--- config.mk ---
export PLATFORM = sky130hd
export DESIGN_NAME = inst_fetch_req
export DESIGN_NICKNAME = d
export VERILOG_FILES = /design/src/rtl/inst_fetch_req.sv
export SDC_FILE = /design/constraint.sdc
export NUM_CORES = 1
export LEC_CHECK = 0
export BUFFER_PORTS_ARGS = -buffer_cell sky130_fd_sc_hd__buf_2
export CORE_MARGIN = 3
export CORE_UTILIZATION = 43
export DETAILED_ROUTE_END_ITERATION = 16
export PLACE_DENSITY = 0.83
export SETUP_SLACK_MARGIN = 0.1
export SLEW_MARGIN = 0
export SYNTH_ARGS = -nofsm -noshare
export SYNTH_HDL_FRONTEND = slang
export SYNTH_SLANG_ARGS = --single-unit
--- constraint.sdc ---
create_clock -name clk -period 2 [get_ports clk]
set_clock_uncertainty 0.1 [all_clocks]
set_input_delay 0.2 -clock clk [delete_from_list [all_inputs] [get_ports clk]]
set_output_delay 0.2 -clock clk [all_outputs]
set_load 0.05 [all_outputs]
--- src/rtl/inst_fetch_req.sv ---
// ============================================================================
// inst_fetch_req
// ----------------------------------------------------------------------------
// Pre-IF / IF fetch front end of the CPU core. It sits directly upstream of
// the AXI bridge on the instruction sram-like port.
//
// The block owns the fetch PC and keeps at most one instruction read
// outstanding at any time. A returned instruction is buffered until the
// decode stage accepts it. Branch and exception redirects replace the fetch
// PC. If a read is already in flight when a redirect arrives, that read is
// marked cancelled, and its data is dropped when it returns.
//
// Parameters:
//   RESET_PC           first fetch address after reset
//
// Ports:
//   clk                core clock
//   resetn             synchronous active-low reset
//   redirect_valid     one-cycle redirect pulse (taken branch / flush)
//   redirect_pc        redirect target, sampled with redirect_valid
//   ds_allowin         decode stage can accept an instruction this cycle
//   fs_to_ds_valid     buffered instruction is valid
//   fs_to_ds_pc        PC of the buffered instruction
//   fs_to_ds_inst      buffered instruction word
//   inst_sram_req      read request
//   inst_sram_wr       always 0 (fetch never writes)
//   inst_sram_size     always 2'b10 (4 bytes)
//   inst_sram_wstrb    always 4'b0000
//   inst_sram_addr     fetch address
//   inst_sram_wdata    always 0
//   inst_sram_addr_ok  request accepted this cycle (together with req)
//   inst_sram_data_ok  read data returned this cycle
//   inst_sram_rdata    read data, valid with data_ok
// ============================================================================
module inst_fetch_req #(
  parameter logic [31:0] RESET_PC = 32'h1C00_0000
) (
  input  logic        clk,
  input  logic        resetn,
  input  logic        redirect_valid,
  input  logic [31:0] redirect_pc,
  input  logic        ds_allowin,
  output logic        fs_to_ds_valid,
  output logic [31:0] fs_to_ds_pc,
  output logic [31:0] fs_to_ds_inst,
  output logic        inst_sram_req,
  output logic        inst_sram_wr,
  output logic [1:0]  inst_sram_size,
  output logic [3:0]  inst_sram_wstrb,
  output logic [31:0] inst_sram_addr,
  output logic [31:0] inst_sram_wdata,
  input  logic        inst_sram_addr_ok,
  input  logic        inst_sram_data_ok,
  input  logic [31:0] inst_sram_rdata
);

  // --------------------------------------------------------------------------
  // State encoding
  //   ST_RST  : one idle cycle after reset before the first request
  //   ST_REQ  : request asserted, waiting for the bridge to accept it
  //   ST_WAIT : request accepted, waiting for the read data
  //   ST_HOLD : instruction buffered, waiting for decode to take it
  // --------------------------------------------------------------------------
  typedef enum logic [1:0] {
    ST_RST  = 2'd0,
    ST_REQ  = 2'd1,
    ST_WAIT = 2'd2,
    ST_HOLD = 2'd3
  } state_t;

  state_t      r_state;

  // r_cancel marks the outstanding read as stale. It is set by a redirect
  // that arrives after the address was accepted, and it is cleared when the
  // stale data comes back.
  logic        r_cancel;

  // r_fetch_pc is the address of the next request. While a read that is not
  // cancelled is outstanding, r_fetch_pc still holds the address of that read.
  // This is because any event that changes the PC in WAIT also cancels the
  // read. For that reason, the buffered PC is taken directly from r_fetch_pc
  // and no separate copy of the accepted address is kept.
  logic [31:0] r_fetch_pc;

  // Registered outputs.
  logic        r_req;
  logic        r_ds_valid;
  logic [31:0] r_ds_pc;
  logic [31:0] r_ds_inst;

  // Decoded events.
  logic        w_addr_hs;
  logic        w_transfer;
  logic        w_data_kill;
  logic [31:0] w_seq_pc;

  // --------------------------------------------------------------------------
  // Handshake decode.
  // An addr_ok seen while req is low has no meaning, so the request is
  // qualified with the registered req.
  // Returned data is dropped when the read was already cancelled, or when a
  // redirect arrives in the same cycle as the data.
  // The sequential PC uses plain 32-bit modulo arithmetic. FFFFFFFC wraps to
  // 0, and the low two bits pass through unchanged.
  // --------------------------------------------------------------------------
  assign w_addr_hs   = r_req & inst_sram_addr_ok;
  assign w_transfer  = r_ds_valid & ds_allowin;
  assign w_data_kill = r_cancel | redirect_valid;
  assign w_seq_pc    = r_ds_pc + 32'd4;

  // --------------------------------------------------------------------------
  // Main fetch FSM. The state, the cancel flag, the fetch PC and all outputs
  // are updated here.
  // A data_ok that arrives outside ST_WAIT is ignored.
  // In ST_HOLD, a redirect takes priority over a transfer. The buffered
  // instruction belongs to the path that is being flushed.
  // --------------------------------------------------------------------------
  always_ff @(posedge clk) begin
    if (!resetn) begin
      r_state    <= ST_RST;
      r_cancel   <= 1'b0;
      r_fetch_pc <= RESET_PC;
      r_req      <= 1'b0;
      r_ds_valid <= 1'b0;
      r_ds_pc    <= 32'd0;
      r_ds_inst  <= 32'd0;
    end else begin
      case (r_state)
        ST_RST: begin
          r_state <= ST_REQ;
          r_req   <= 1'b1;
        end

        ST_REQ: begin
          if (w_addr_hs) begin
            r_state  <= ST_WAIT;
            r_req    <= 1'b0;
            // The read that was just accepted targets the old path.
            r_cancel <= redirect_valid;
          end
          // Before acceptance, the address can still change freely.
          if (redirect_valid) begin
            r_fetch_pc <= redirect_pc;
          end
        end

        ST_WAIT: begin
          if (inst_sram_data_ok) begin
            if (w_data_kill) begin
              r_cancel <= 1'b0;
              r_state  <= ST_REQ;
              r_req    <= 1'b1;
            end else begin
              r_ds_valid <= 1'b1;
              r_ds_pc    <= r_fetch_pc;
              r_ds_inst  <= inst_sram_rdata;
              r_state    <= ST_HOLD;
            end
          end else if (redirect_valid) begin
            r_cancel <= 1'b1;
          end
          // If more than one redirect arrives, the last one wins.
          if (redirect_valid) begin
            r_fetch_pc <= redirect_pc;
          end
        end

        ST_HOLD: begin
          if (redirect_valid) begin
            r_ds_valid <= 1'b0;
            r_fetch_pc <= redirect_pc;
            r_state    <= ST_REQ;
            r_req      <= 1'b1;
          end else if (w_transfer) begin
            r_ds_valid <= 1'b0;
            r_fetch_pc <= w_seq_pc;
            r_state    <= ST_REQ;
            r_req      <= 1'b1;
          end
        end

        default: begin
          r_state <= ST_RST;
          r_req   <= 1'b0;
        end
      endcase
    end
  end

  // --------------------------------------------------------------------------
  // Output drive.
  // The fetch path never writes, so the write-side fields are tied off.
  // --------------------------------------------------------------------------
  assign inst_sram_req   = r_req;
  assign inst_sram_addr  = r_fetch_pc;
  assign inst_sram_wr    = 1'b0;
  assign inst_sram_size  = 2'b10;
  assign inst_sram_wstrb = 4'b0000;
  assign inst_sram_wdata = 32'd0;

  assign fs_to_ds_valid  = r_ds_valid;
  assign fs_to_ds_pc     = r_ds_pc;
  assign fs_to_ds_inst   = r_ds_inst;

endmodule

After elaboration in Yosys (flattened, before gate mapping)
Cells that the tools add are included.
Word-level totals
  bits of input ports: 70
  memories kept: 0
  register bits after elaboration: 101
  bits in writable memories: 0
  memory bits (read-only): 0
  output and inout bits: 137
  latch bits: 0
Operators by class
  div/mod/pow operators: 0
  order comparisons: 0
  mux-type cells: 26
  bitwise operators: 4
  shift operators: 0
  eq/ne operators: 11
  reductions and logical operators: 11
  multiply operators: 0
  add/subtract/negate cells: 1
Operators with widths (number)
  32-bit 2-to-1 mux: 3
  32-bit case mux with 2 select lines: 1
  32-bit by 3-bit adder with 32-bit output, second input constant: 1
  1-bit 2-to-1 mux: 13
  4-bit AND reduction: 3
  2-bit 2-to-1 mux: 5
  3-bit inequality test, second input constant: 3
  3-bit AND reduction: 3
  2-bit inequality test, second input constant: 4
  2-bit case mux with 4 select lines: 1
  2-bit nonzero test: 3
  2-bit == test, second input constant: 2
  1-bit case mux with 2 select lines: 2
  1-bit case mux with 4 select lines: 1
  1-bit AND: 2
  2-bit by 1-bit == test with 1-bit output, second input constant: 1
  2-bit logical NOT: 1
  2-bit by 1-bit inequality test with 1-bit output, second input constant: 1
  2-bit OR reduction: 1
  1-bit NOT: 1
  1-bit bitwise OR: 1

Depth between registers and ports, before layout
  depth after elaboration: 4
  depth in mapped cells: 9
  depth with buffers taken out: 7

Worst setup path after synthesis
Ideal clock, no wire load.
  kind: register -> register
  start: register r_ds_pc[2], in the netlist fs_to_ds_pc[2]
  end: register r_fetch_pc[22], in the netlist inst_sram_addr[22]
  buffers on the path: 1
  stages on the path, launching flop included: 8
  arrival time: 1.982 ns
  path slack: -0.202 ns
  library setup time: 0.120 ns
  period minus slack after synthesis: 2.202 ns
  cell sequence: dfxtp_1 > ha_1 > and3_1 > buf_2 > nand4_4 > o31a_1 > o21ai_0 > a21oi_1
Between the ends
  longest elaborated chain between the ends: 4
RTL lines
  from (decl): RTL line 88  | logic [31:0] r_ds_pc;
  from (signal assigned): RTL line 155  | r_ds_pc <= r_fetch_pc;
  32-bit by 3-bit adder with 32-bit output: RTL line 109  | assign w_seq_pc = r_ds_pc + 32'd4;
  32-bit 2-to-1 mux: RTL line 174  | end else if (w_transfer) begin
  32-bit 2-to-1 mux: RTL line 169  | if (redirect_valid) begin
  32-bit case mux with 2 select lines: RTL line 128  | case (r_state)
  to (signal assigned): RTL line 143  | r_fetch_pc <= redirect_pc;
  to (signal assigned): RTL line 171  | r_fetch_pc <= redirect_pc;
  to (signal assigned): RTL line 176  | r_fetch_pc <= w_seq_pc;
  to (decl): RTL line 83  | logic [31:0] r_fetch_pc;
Every way passes these cells. The select of a mux whose other input is x is not followed.
A chain may end at the register's enable or synchronous reset.

Worst setup path in the final report
  start: register r_state[0]
  end: register r_state[1]
Between the ends
  longest elaborated chain between the ends: 3
  elaborated cells on any way between the ends: 9
  classes of those cells: 6 x eq/ne; 1 x mux; 2 x reduce/logical
RTL lines
  from (decl): RTL line 71  | state_t r_state;
  from (signal assigned): RTL line 120  | r_state <= ST_RST;
  from (signal assigned): RTL line 130  | r_state <= ST_REQ;
  from (signal assigned): RTL line 136  | r_state <= ST_WAIT;
  2-bit == test / 2-bit by 1-bit == test with 1-bit output (equally long branches): RTL line 128
  3-bit inequality test (no source line) / 2-bit inequality test (equally long branches)
  3-bit AND reduction (no source line)
Several ways; a longest one is shown, not always the timed one.

==> impl_results.md <==
* Share of cells above drive strength 1 at 0.308
* Dominant cells by area after synthesis: dfxtp_1 (42%), nand2_1 (14%), a21oi_1 (8.2%)
* GRT Total Usage at 0.224
* Final setup violation count at 0
* Maximum clock path buffer count at 2
* Top_reg_cell synth: dfxtp_1
* CP peak stage delay at ~370 ps
* Initial cell density of the core at 0.443
* Site Rows at 38
* Fin. Hold Viols at 0
* Commonest non-fill, non-tap cell in the layout: nand2_1
* Nets@finish at 898
* Critical-path top delay cell: or3_1
* CP Max Fanout at 7
* Post-Synthesis Cells at approximately 620
* Total Routed Length at roughly 15000 um
* DPL Wire Length at roughly 9600 um
* HP Class: in -> reg
* Vias in the first global route at about 4600
* Core Area at around 11000 um^2
* Slew Limit Fails at 0
* Finished Cell Area at approximately 6500 um^2
* Vias per cell at just over 5
* PortBufs at approximately 170
* Largest net degree at the start of global routing at 65
* Synth Register Bits at 101
* Worst Path Buf+Inv at 1
* Crit path time final at 1860 ps
* Avg Cell Area, Syn at 7.73 um^2
* Area after DPL at about 5800 um^2
* Total CTS buffers at 9
* Pleak at about 2.8 nW
* Clock slew at reported path FFs at ~110 ps
* Routed length per instance at about 16 um
* Fmax at between 500 and 600 MHz
* Root buf cell: clkbuf_8
* Max-cap viol count at 0
* Num Clock Sinks at roughly 100
* Commonest non-fill, non-tap cells in the layout: nand2_1 (176), buf_2 (167), dfxtp_1 (82)
* Die span in x at between 100 and 150 um
* RSZ-0062 raised after global routing: yes
* Die span in y at 112 um
* Critical Path AT at about 2000 ps
* Via count at a little under 5000
* Fin crit share at 0.931
* Status: complete, no violations
* Final Wtd Congestion at roughly 0.83
* Clk_lat worst skew at roughly 370 ps
* Worst R2R Path Depth at 6
* Initial DRC count at roughly 400
* Asr flop ratio synth at 0
* Crit start category: flop
* Area grow syn2layout at 34.8%
* Cell taking the most area after synthesis: dfxtp_1
* Post-Syn Area at 4820 um^2
* Ys Warns at 0
* Worst Setup End Kind: flop
* Maximum vdd drop at 0.000412 V
* WS Path Type: reg -> reg
* Post-synthesis sequential area ratio at 0.419
* Diodes inserted at 0
* Worst Hold Depth at 3
* Routed Antenna Nets at 0
* # IOs at roughly 210
* Gr ovfl total at 0
* H-tree levels at 3
* Post-route DRC at 0
* Top cell type's share of synthesized area at 0.419
* CP Cell Sequence: buf_4, ha_1, nor2b_2, o2bb2ai_1, or3_1, and3_1
* Critical Path Stages at 6
* Yosys cell types at a little over 40
* Crit-path leading delay family: simple AND/OR/NAND/NOR gates
* First-pass DRT Iterations at 5
* EDFF count, synth at 0
* Setup TNS at 0 ps
* Initial antenna violation count at 0
* Die area at roughly 13000 um^2
* Worst path required time at roughly 2200 ps
* First-pass GRT wire length at ~23000 um
* CTS tree: done
* P per Cell Area at around 680 nW/um^2
state kept, by name, summed over array words and instances (netlist names):
| signal | cells |
|---|---|
| r_cancel | 1 |
| inst_sram_addr | 32 |
| r_state | 2 |
| fs_to_ds_inst | 32 |
| inst_sram_req | 1 |
| fs_to_ds_pc | 32 |
| fs_to_ds_valid | 1 |
through the flow:
stage / setup WS [ps] / utilization / power [mW] / hold slack (ps) / cells
3_3_place_gp: 110 / 0.531 / 3.06 / 339 / 910
4_1_cts: 96.3 / 0.583 / 4.36 / 6.31 / 962
5_1_grt: 59.0 / 0.597 / 4.59 / 52.1 / 969
6_report: 138 / 0.597 / 4.41 / 26.2 / 969
2_1_floorplan: 105 / - / 2.88 / 236 / 661
3_5_place_dp: 40.7 / 0.531 / 3.07 / 343 / 910
kinds of logic after synthesis:
group / after synthesis / share of synthesized area
multiplexers: 2 / 0.00415
buffers and inverters: 88 / 0.104
AND/OR/NAND/NOR: 270 / 0.254
flip-flops: 101 / 0.419
XOR/XNOR: 27 / 0.0491
other: 2 / 0.00156
adder cells (fa/ha/maj): 4 / 0.0104
AO/OA/AOI/OAI: 130 / 0.158
routing by layer:
| metal | up-vias | GRT usage | share of wire |
|---|---|---|---|
| li1 | 2420 | - | - |
| met1 | 2266 | 0.281 | 0.41 |
| met2 | 236 | 0.369 | 0.48 |
| met3 | 39 | 0.0565 | 0.079 |
| met4 | 0 | 0.0900 | 0.031 |
| met5 | - | 0 | 0 |
worst min-delay path: cells and delay by family:
| kind | cells | cell delay (ps) |
|---|---|---|
| AOI/OAI and AO/OA | 2 | 170 |
| buffers and inverters | 1 | 80 |
timing repair:
action / 4_1_cts / 5_1_grt
cloned: 0 / 4
pin swaps: 0 / 1
hold buffers: 36 / 0
hold endpoints to repair: 36 / 0
setup buffers: 0 / 3
gates resized for setup: 3 / 18
endpoints found under the setup margin: 25 / 33
cells in the mapped netlist, types with 5 or more instances:
| cell type | count |
|---|---|
| nand2_1 | 177 |
| dfxtp_1 | 101 |
| a21oi_1 | 79 |
| buf_4 | 40 |
| nand3_1 | 31 |
| xnor2_1 | 24 |
| clkbuf_1 | 21 |
| o21ai_0 | 16 |
| buf_2 | 15 |
| nor2_1 | 15 |
| and3_1 | 12 |
| o2bb2ai_1 | 11 |
| nor3_1 | 9 |
| inv_1 | 8 |
| o211ai_1 | 7 |
| or3_1 | 5 |
final timing paths:
kind	slack [ps]	end	startpoint
worst max register to register	140	r_state[1]$_SDFFE_PN0P_	r_state[0]$_SDFFE_PN0P_
worst max-delay path	140	r_state[1]$_SDFFE_PN0P_	r_state[0]$_SDFFE_PN0P_
worst min register to register	360	fs_to_ds_inst[27]$_SDFFE_PN0P_	fs_to_ds_inst[27]$_SDFFE_PN0P_
worst min-delay path	30	inst_sram_addr[5]$_SDFFE_PN0P_	redirect_pc[5]
power by group:
group	switching, mW	leakage [nW]	internal (mW)
Combinational	0.704	1.90	0.320
Clock	0.769	0.0906	0.469
Sequential	0.0622	0.828	2.08
cell type report:
type                    instances  area [um^2]
fillers                       988         4390
multi-input cells             473         2530
flip-flops and latches        101         2050
repair buffers                231         1530
well taps                     140          175
clock buffers                   9          124
clock inverters                 7         56.3
inverters                       8         30.0
(Power assumes the default switching activity.)
